==> src/rtl/firebird7_in_gate1_mux_ctrl_pkg.sv <==
// Shared types and defaults for the gate1 IJTAG/functional data mux sequencer.
package firebird7_in_gate1_mux_ctrl_pkg;

  localparam int DATA_WIDTH_DEFAULT    = 19;
  localparam int SETTLE_CYCLES_DEFAULT = 4;

  typedef enum logic [2:0] {
    IDLE      = 3'd0,
    WAIT_IDLE = 3'd1,
    CAPTURE   = 3'd2,
    SETTLE_ON = 3'd3,
    ACTIVE    = 3'd4,
    RELEASE   = 3'd5
  } state_e;

  // Counter width able to hold n, never narrower than one bit.
  function automatic int cnt_width(input int n);
    return ($clog2(n + 1) < 1) ? 1 : $clog2(n + 1);
  endfunction

endpackage

==> src/rtl/firebird7_in_gate1_mux_settle_cnt.sv <==
// Saturating up-counter: clear has priority, stops at TERM and flags it on tc.
module firebird7_in_gate1_mux_settle_cnt #(
  parameter int CNT_W = 3,
  parameter int TERM  = 3
) (
  input  logic ijtag_tck,
  input  logic ijtag_reset,
  input  logic clr,
  input  logic en,
  output logic tc
);

  localparam logic [CNT_W-1:0] TERM_V = CNT_W'(TERM);

  logic [CNT_W-1:0] cnt;

  assign tc = (cnt >= TERM_V);

  always_ff @(posedge ijtag_tck or negedge ijtag_reset) begin
    if (!ijtag_reset)   cnt <= '0;
    else if (clr)       cnt <= '0;
    else if (en && !tc) cnt <= cnt + 1'b1;
  end

endmodule

==> src/rtl/firebird7_in_gate1_tessent_data_mux_ctrl.sv <==
// Glitch-safe handover sequencer for the gate1 IJTAG/functional data mux.
// Optional WAIT_IDLE timeout: define FIREBIRD7_IN_GATE1_MUX_CTRL_TIMEOUT_EN.
module firebird7_in_gate1_tessent_data_mux_ctrl
  import firebird7_in_gate1_mux_ctrl_pkg::*;
#(
  parameter int DATA_WIDTH    = DATA_WIDTH_DEFAULT,
  parameter int SETTLE_CYCLES = SETTLE_CYCLES_DEFAULT
`ifdef FIREBIRD7_IN_GATE1_MUX_CTRL_TIMEOUT_EN
  , parameter int TIMEOUT_CYCLES = 64
`endif
) (
  input  logic                  ijtag_tck,
  input  logic                  ijtag_reset,
  input  logic                  ijtag_override_req,
  input  logic                  ijtag_load_en,
  input  logic [DATA_WIDTH-1:0] ijtag_data_reg,
  input  logic [DATA_WIDTH-1:0] functional_data_in,
  input  logic                  func_idle,
  output logic                  mux_select,
  output logic [DATA_WIDTH-1:0] mux_ijtag_data,
  output logic                  override_active,
  output logic                  busy,
  output logic [DATA_WIDTH-1:0] capture_data
`ifdef FIREBIRD7_IN_GATE1_MUX_CTRL_TIMEOUT_EN
  , output logic                timeout_flag
`endif
);

  localparam int CNT_W       = cnt_width(SETTLE_CYCLES);
  localparam int SETTLE_TERM = (SETTLE_CYCLES > 0) ? SETTLE_CYCLES - 1 : 0;

  state_e                  state_q, state_d;
  logic                    settle_en, settle_tc, settle_done;
  logic                    wait_expired;
  logic                    sel_d, busy_d;
  logic [DATA_WIDTH-1:0]   data_d, cap_d;

  // One counter serves both SETTLE_ON and RELEASE; it is cleared in every other state.
  assign settle_en   = (state_q == SETTLE_ON) || (state_q == RELEASE);
  assign settle_done = (SETTLE_CYCLES == 0) || settle_tc;

  firebird7_in_gate1_mux_settle_cnt #(
    .CNT_W (CNT_W),
    .TERM  (SETTLE_TERM)
  ) u_settle_cnt (
    .ijtag_tck   (ijtag_tck),
    .ijtag_reset (ijtag_reset),
    .clr         (!settle_en),
    .en          (settle_en),
    .tc          (settle_tc)
  );

`ifdef FIREBIRD7_IN_GATE1_MUX_CTRL_TIMEOUT_EN
  localparam int TO_W    = cnt_width(TIMEOUT_CYCLES);
  localparam int TO_TERM = (TIMEOUT_CYCLES > 0) ? TIMEOUT_CYCLES - 1 : 0;

  logic wait_en;
  logic flag_d;

  assign wait_en = (state_q == WAIT_IDLE);

  firebird7_in_gate1_mux_settle_cnt #(
    .CNT_W (TO_W),
    .TERM  (TO_TERM)
  ) u_timeout_cnt (
    .ijtag_tck   (ijtag_tck),
    .ijtag_reset (ijtag_reset),
    .clr         (!wait_en),
    .en          (wait_en),
    .tc          (wait_expired)
  );
`else
  assign wait_expired = 1'b0;
`endif

  // State and registered outputs; reset drops the select without waiting for a clock.
  always_ff @(posedge ijtag_tck or negedge ijtag_reset) begin
    if (!ijtag_reset) begin
      state_q         <= IDLE;
      mux_select      <= 1'b0;
      override_active <= 1'b0;
      busy            <= 1'b0;
      mux_ijtag_data  <= '0;
      capture_data    <= '0;
`ifdef FIREBIRD7_IN_GATE1_MUX_CTRL_TIMEOUT_EN
      timeout_flag    <= 1'b0;
`endif
    end else begin
      state_q         <= state_d;
      mux_select      <= sel_d;
      override_active <= sel_d;
      busy            <= busy_d;
      mux_ijtag_data  <= data_d;
      capture_data    <= cap_d;
`ifdef FIREBIRD7_IN_GATE1_MUX_CTRL_TIMEOUT_EN
      timeout_flag    <= flag_d;
`endif
    end
  end

  always_comb begin
    state_d = state_q;
    case (state_q)
      IDLE:      if (ijtag_override_req) state_d = WAIT_IDLE;
      WAIT_IDLE: begin
        if (!ijtag_override_req)            state_d = IDLE;
        else if (func_idle || wait_expired) state_d = CAPTURE;
      end
      CAPTURE:   state_d = (SETTLE_CYCLES == 0) ? ACTIVE : SETTLE_ON;
      // An abort wins over completion so the select can never pulse.
      SETTLE_ON: begin
        if (!ijtag_override_req) state_d = IDLE;
        else if (settle_done)    state_d = ACTIVE;
      end
      ACTIVE:    if (!ijtag_override_req) state_d = RELEASE;
      RELEASE:   if (settle_done) state_d = IDLE;
      default:   state_d = IDLE;
    endcase
  end

  always_comb begin
    data_d = mux_ijtag_data;
    cap_d  = capture_data;
    case (state_q)
      IDLE, WAIT_IDLE, RELEASE: data_d = functional_data_in;
      CAPTURE: begin
        data_d = functional_data_in;
        cap_d  = functional_data_in;
      end
      SETTLE_ON: data_d = capture_data;
      ACTIVE:    data_d = ijtag_load_en ? ijtag_data_reg : capture_data;
      default:   data_d = '0;
    endcase
    sel_d  = (state_d == ACTIVE) || (state_d == RELEASE);
    busy_d = !((state_d == IDLE) || (state_d == ACTIVE));
`ifdef FIREBIRD7_IN_GATE1_MUX_CTRL_TIMEOUT_EN
    // Sticky until the next request leaves IDLE; set only when func_idle never came.
    flag_d = timeout_flag;
    if ((state_q == IDLE) && (state_d == WAIT_IDLE))
      flag_d = 1'b0;
    else if ((state_q == WAIT_IDLE) && (state_d == CAPTURE) && !func_idle)
      flag_d = 1'b1;
`endif
  end

endmodule

==> config.mk <==
export PLATFORM = sky130hd
export DESIGN_NAME = firebird7_in_gate1_tessent_data_mux_ctrl
export DESIGN_NICKNAME = d
export VERILOG_FILES = /design/src/rtl/firebird7_in_gate1_mux_ctrl_pkg.sv /design/src/rtl/firebird7_in_gate1_mux_settle_cnt.sv /design/src/rtl/firebird7_in_gate1_tessent_data_mux_ctrl.sv
export SDC_FILE = /design/constraint.sdc
export NUM_CORES = 1
export LEC_CHECK = 0
export BUFFER_PORTS_ARGS = -buffer_cell sky130_fd_sc_hd__buf_4
export CAP_MARGIN = 10
export CELL_PAD_IN_SITES_DETAIL_PLACEMENT = 0
export CELL_PAD_IN_SITES_GLOBAL_PLACEMENT = 1
export CORE_UTILIZATION = 30
export CTS_CLUSTER_DIAMETER = 50
export DETAILED_ROUTE_END_ITERATION = 10
export HOLD_SLACK_MARGIN = 0.12
export PLACE_DENSITY = 0.71
export SLEW_MARGIN = 20
export SYNTH_ARGS = -nofsm -noshare
export SYNTH_HDL_FRONTEND = slang
export SYNTH_SLANG_ARGS = --single-unit
==> constraint.sdc <==
create_clock -name ijtag_tck -period 3.8 [get_ports ijtag_tck]
set_input_delay 0.76 -clock ijtag_tck [delete_from_list [all_inputs] [get_ports ijtag_tck]]
set_output_delay 0.76 -clock ijtag_tck [all_outputs]
set_load 0.02 [all_outputs]
* Word level (Yosys, flattened, before mapping)
Cells that the tools add are included.
Storage, ports and cells: output and inout port bits 41, bits of input ports 43, bits in registers 46
Cells by class: magnitude comparators 1, eq/ne operators 8, add/sub/neg operators 1, reduce and logical (&&, ||, !) cells 9, mux-type cells 12
Operators by type and width (count):
- $pmux 19 s3 | 1
- $mux 3 | 9
- $mux 19 | 1
- $pmux 3 s6 | 1
- $eq 3x3->1 const B | 4
- $eq 3x2->1 const B | 2
- $logic_not 3->1 | 2
- $reduce_or 4->1 | 1
- $add 3x1->3 const B | 1
- $eq 3x1->1 const B | 1
- $ge 3x2->1 const B | 1
- $logic_or 1x1->1 | 3
- $logic_not 1->1 | 2
- $ne 2x2->1 const B | 1
- $logic_and 1x1->1 | 1

* Longest topological paths before layout
Gate-level depths: netlist (run 1).
word-level depth 7, gate-level depth with buffers 6

* By module
A second synthesis (run 1) with hierarchy kept.
Second synthesis, totals: cells, all modules 216, area, all modules 2289.7 µm²
Modules (own cells, without submodules):
- firebird7_in_gate1_tessent_data_mux_ctrl | cells an instance 199, area each 2114.5 µm², instances 1
- firebird7_in_gate1_mux_settle_cnt | cells an instance 17, area each 175.2 µm², instances 1

* Worst setup path before layout (run 1)
No wires, ideal clock.
kind input -> register, start point input ijtag_load_en, end point register mux_ijtag_data[10], stages 3, arrival time 1.538 ns, data required time 3.658 ns, setup slack 2.119 ns, cell sequence clkbuf_1 mux2i_1 o221ai_1
Between the ends: longest elaborated chain between the ends 2
RTL lines:
- start, declared | line firebird7_in_gate1_tessent_data_mux_ctrl.sv:15 | input logic ijtag_load_en,
- $mux 19 | line firebird7_in_gate1_tessent_data_mux_ctrl.sv:131 | ACTIVE: data_d = ijtag_load_en ? ijtag_data_reg : capture_data;
- $pmux 19 s3 | line firebird7_in_gate1_tessent_data_mux_ctrl.sv:124 | case (state_q)
- net data_d[10] | line firebird7_in_gate1_tessent_data_mux_ctrl.sv:36 | logic [DATA_WIDTH-1:0] data_d, cap_d;
- end signal, assigned | line firebird7_in_gate1_tessent_data_mux_ctrl.sv:93 | mux_ijtag_data <= data_d;
- end, declared | line firebird7_in_gate1_tessent_data_mux_ctrl.sv:20 | output logic [DATA_WIDTH-1:0] mux_ijtag_data,
The timed path passes the listed nets, and every way through them passes these cells. A chain may end at the register's enable or synchronous reset.

* Worst setup path after layout (run 1)
start point register state_q[2], end point register capture_data[9]
Between the ends: longest elaborated chain between the ends 1
RTL lines:
- start, declared | line firebird7_in_gate1_tessent_data_mux_ctrl.sv:32 | state_e state_q, state_d;
- start signal, assigned | line firebird7_in_gate1_tessent_data_mux_ctrl.sv:89 | state_q <= state_d;
- $eq 3x2->1 | line firebird7_in_gate1_tessent_data_mux_ctrl.sv:124
- end signal, assigned | line firebird7_in_gate1_tessent_data_mux_ctrl.sv:94 | capture_data <= cap_d;
- end, declared | line firebird7_in_gate1_tessent_data_mux_ctrl.sv:23 | output logic [DATA_WIDTH-1:0] capture_data
No other way between the ends.

==> out/qor.yml, run 1 <==
nFillCells: 685
synth_fp_nets: 226
synth.avg_cell_area_sq_um: 12.1
syn_area_sq_um: 2180
power.switching_w: 0.000956
synth_cell_types: 35
slew_headroom: 0.342
finalInstanceArea_sq_um: 2970
rows: 30
async_reset_ff_frac: 1.00
slew_violations: 0
clock_sinks: 46
grt-ovfl-total: 0
grt_pass1_wl_microns: 8180
drt-vias-per-instance: 5.03
htree_levels: 2
final_cell_mix: "buf_4 (84), dfrtp_1 (46), mux2_2 (19)"
start_util: 0.316
die_area_sq_um: 7620
p_per_area_nw_per_um2: 818
hpwl_microns: 3750
die_x_microns: 87.3
reg2reg_depth: 3
cts_setup_buffers: 0
worstPathMaxFanout: 25
antennaDiodeCount: 0
grt_max_degree: 47
tns_ps: 0
cts.reportedPaths.clkPinSlew_ps: 80
ir_drop_mv: 0.357
route.vias.total: 1781
setup_viol: 0
fin_hold_ws_ps: 455
r2r-end: "capture_data[9]"
wl_per_cell_microns: 15.2
io_buffers: 83
clk_path_buf_depth: 2
cp-end-kind: "flop"
antenna_found_initial: 0
clk_latency_ps: 290
fmax_ghz: 0.437
critPathRequiredTime_ps: 3980
placedInstanceArea_sq_um: 2860
startpoint: "state_q[2]"
synthCells: 181
yosysSeqAreaShare: 0.528
status: "complete, no violations"
synth_area_leaders: "dfrtp_1 (53%), mux2_2 (9.8%), mux2i_1 (5.0%)"
root_buffer: "clkbuf_8"
ys.flop_type: "dfrtp_1"
yosysTopAreaCell: "dfrtp_1"
p_total_w: 0.00243
tightestPinTransition_ps: 985
pwr-share-comb: 0.490
critical_path_class: "flop to flop"
fin_crit_ps: 2290
p_int_w: 0.00148
hp-class: "input port to asynchronous set/reset pin"
arrival_ps: 2470
synth_edf_count: 0
io_pins: 84
finClkSkew_ps: 5.78
cts_tree: "built"
yosysTopAreaCellShare: 0.528
rr_startpoint: "state_q[2]"
cts_buffers: 5
hold_buffers: 0
swShare: 0.393
finalCritPeriodShare: 0.603
synthToLayoutAreaGrowth_pct: 36.2
layout_commonest_cell: "buf_4"
seq_power_share: 0.364
antenna_left: 0
drtIter0Drc: 110
p_clk_frac: 0.146
r2r_setup_slack_ps: 1510
hold_viol: 0
drc: 0
leakage_nw: 1.39
yosys_warnings: 0
fp.dieH_microns: 87.3
grt_pass1_vias: 1662
drt_first_pass_iters: 4
routed_wl_microns: 5370
final_util: 0.430
drive_gt1_frac: 0.461
start_kind: "flop"
grt_usage: 0.139
layout.nets: 302
max_cap_violations: 0
synth_seq_cells: 46
gp_congestion: 0.718
core_sq_um: 6910
post_cts_resized: 0
rsz0062_at_grt: "no"
## cell usage after synthesis (2+ instances only)
cell and instances:
a311oi_1 2, a211oi_1 2, mux2i_1 11, a221o_2 2, o21ai_0 4, and3_1 6
nor3b_1 3, buf_2 7, ha_1 2, nor2b_1 3, clkbuf_1 5, a221o_1 7
a22oi_1 10, nand2_1 14, and3_2 3, nand3_1 2, a21oi_1 3, inv_1 3
nor2_1 4, dfrtp_1 46, mux2_2 19, o221ai_1 10
## worst max path at each step
stage,endpoint,slack [ps],cells past startpoint
finish,capture_data[9],1510,3
global route,capture_data[17],1370,3
CTS,capture_data[2],1510,3
detailed placement,capture_data[2],1490,3
global placement,capture_data[3],1570,3
floorplan,mux_ijtag_data[10],2120,3
## final cells by class
class,instances,area (sq um),share of cell area
tap,96,120,0.0404
clock inverter,1,30.0,0.0101
timing repair buffer,84,631,0.212
sequential,46,1150,0.387
clock buffer,7,76.3,0.0257
inverter,3,11.3,0.00379
multi-input combinational,117,953,0.321
## worst max-delay path, cell delays in order (launching register included)
cell and delay (ps):
dfrtp_1 700, nor3b_2 780, buf_4 340, mux2_2 350
## through the flow
step           cells  worst slack (ps)
2_1_floorplan    181              2120
3_5_place_dp     346              1490
4_1_cts          354              1510
5_1_grt          354              1370
6_report         354              1510
3_3_place_gp     346              1570
## flip-flops by register name, summed over array words and instances, names as in the netlist
signal,flops
busy,1
capture_data,19
mux_ijtag_data,19
override_active,1
state_q,3
u_settle_cnt.cnt,3
## power groups by stage
stage                     clock (W)  combinational, W  sequential (W)
after floorplan                   0          0.000502         0.00110
final                      0.000354           0.00119        0.000885
after global placement            0           0.00118        0.000895
after global routing       0.000391           0.00127        0.000915
after detailed placement          0           0.00120        0.000895
after CTS                  0.000369           0.00120        0.000886
## layer usage
layer	vias up	global-route usage	wire length [microns]
met1	866	0.185	2390
met5	-	0	0
met3	2	0.0389	383
li1	838	-	-
met4	0	0.0432	25
met2	75	0.220	2570
## logic make-up after synthesis
kind of cell | count (synthesis) | share of synthesized area
DFF | 46 | 0.528
AOI/OAI and AO/OA | 44 | 0.167
adders and majority gates | 2 | 0.0115
and+or+nand+nor | 40 | 0.101
muxes | 30 | 0.149
xor gates and xnor gates | 1 | 0.00401
buffers and inverters | 18 | 0.0401
Power figures use the tool's default switching activity.
==> run 2: changes to the inputs <==
Clock period 3.8 ns to 2.15 ns, I/O delays scaled along.
==> out/qor.yml, run 2 (synthesis results as in run 1) <==
antenna_left: 0
start_kind: "flop"
start_util: 0.316
slew_headroom: 0.439
antennaDiodeCount: 0
critPathRequiredTime_ps: 2380
power.switching_w: 0.00168
hold_buffers: 0
setup_viol: 0
swShare: 0.387
grt_max_degree: 47
clock_sinks: 46
pwr-share-comb: 0.495
rsz0062_at_grt: "no"
die_x_microns: 87.3
post_cts_resized: 0
drc: 0
drt_first_pass_iters: 5
status: "complete, no violations"
rows: 30
p_clk_frac: 0.146
reg2reg_depth: 3
antenna_found_initial: 0
root_buffer: "clkbuf_8"
rr_startpoint: "state_q[2]"
io_buffers: 83
cts.reportedPaths.clkPinSlew_ps: 80
fmax_ghz: 0.547
tns_ps: 0
worstPathMaxFanout: 16
r2r_setup_slack_ps: 320
htree_levels: 2
routed_wl_microns: 5210
cts_setup_buffers: 0
r2r-end: "mux_ijtag_data[14]"
fp.dieH_microns: 87.3
fin_ws_ps: 323
cts_buffers: 5
wl_per_cell_microns: 14.5
layout.nets: 308
die_area_sq_um: 7620
fin_crit_ps: 1830
top_regs: "capture_data x19, mux_ijtag_data x19"
tightestPinTransition_ps: 839
clk_path_buf_depth: 2
fin_hold_ws_ps: 127
drtIter0Drc: 112
layout_commonest_cell: "buf_4"
io_pins: 84
grt_pass1_wl_microns: 7980
grt_pass1_vias: 1633
drive_gt1_frac: 0.473
p_int_w: 0.00266
hpwl_microns: 3760
grt-ovfl-total: 0
cp-end-kind: "flop"
leakage_nw: 1.42
route.vias.total: 1752
slew_violations: 0
gp_congestion: 0.758
seq_power_share: 0.359
startpoint: "state_q[2]"
max_cap_violations: 0
core_sq_um: 6910
nFillCells: 701
critical_path_class: "flop to flop"
arrival_ps: 2060
drt-vias-per-instance: 4.87
finClkSkew_ps: 10.1
grt_usage: 0.137
p_per_area_nw_per_um2: 1440
cts_tree: "built"
clk_latency_ps: 300
place_worst_setup_slack_ps: 370
finalCritPeriodShare: 0.850
hp-class: "input port to asynchronous set/reset pin"
final_cell_mix: "buf_4 (90), dfrtp_1 (46), mux2_2 (19)"
synthToLayoutAreaGrowth_pct: 38.2
ir_drop_mv: 0.623
hold_viol: 0
-- run 2: worst max-delay path by stage --
stage and end:
2_1_floorplan u_settle_cnt.cnt[1], 3_3_place_gp mux_ijtag_data[14], 3_5_place_dp mux_ijtag_data[15], 4_1_cts mux_ijtag_data[15], 5_1_grt mux_ijtag_data[14], 6_report mux_ijtag_data[14]
-- run 2: per-stage QoR --
stage	power, W	util	cells	cell area, sq um
2_1_floorplan	0.00283	-	181	2180
3_3_place_gp	0.00373	0.421	352	2910
3_5_place_dp	0.00375	0.421	352	2910
4_1_cts	0.00439	0.437	360	3020
5_1_grt	0.00462	0.437	360	3020
6_report	0.00433	0.437	360	3020
-- run 2: cell type report --
type                       count  area (sq um)  area share
inverter                       3          11.3     0.00373
timing repair buffer          90           676       0.224
tap                           96           120      0.0398
clock buffer                   6          72.6      0.0241
clock inverter                 2          37.5      0.0124
sequential                    46          1150       0.382
multi-input combinational    117           948       0.314
-- run 2: power by group through the flow --
stage	Sequential (W)	Combinational [W]	Clock (W)
4_1_cts	0.00156	0.00217	0.000657
3_5_place_dp	0.00158	0.00217	0
6_report	0.00156	0.00214	0.000634
3_3_place_gp	0.00158	0.00215	0
5_1_grt	0.00161	0.00230	0.000702
2_1_floorplan	0.00194	0.000887	0
-- run 2: routing by layer --
layer,wire [microns],global-route usage,vias up,part of all wire
met5,0,0,-,0
met4,34,0.0477,0,0.0065
met3,415,0.0379,5,0.080
met2,2480,0.222,62,0.48
met1,2280,0.176,839,0.44
li1,-,-,846,-
-- run 2: critical path, cell delays in order, from the launching register on --
cell and delay [ps]:
dfrtp_1 630, nor3b_1 750, and3_2 290, a221o_1 100
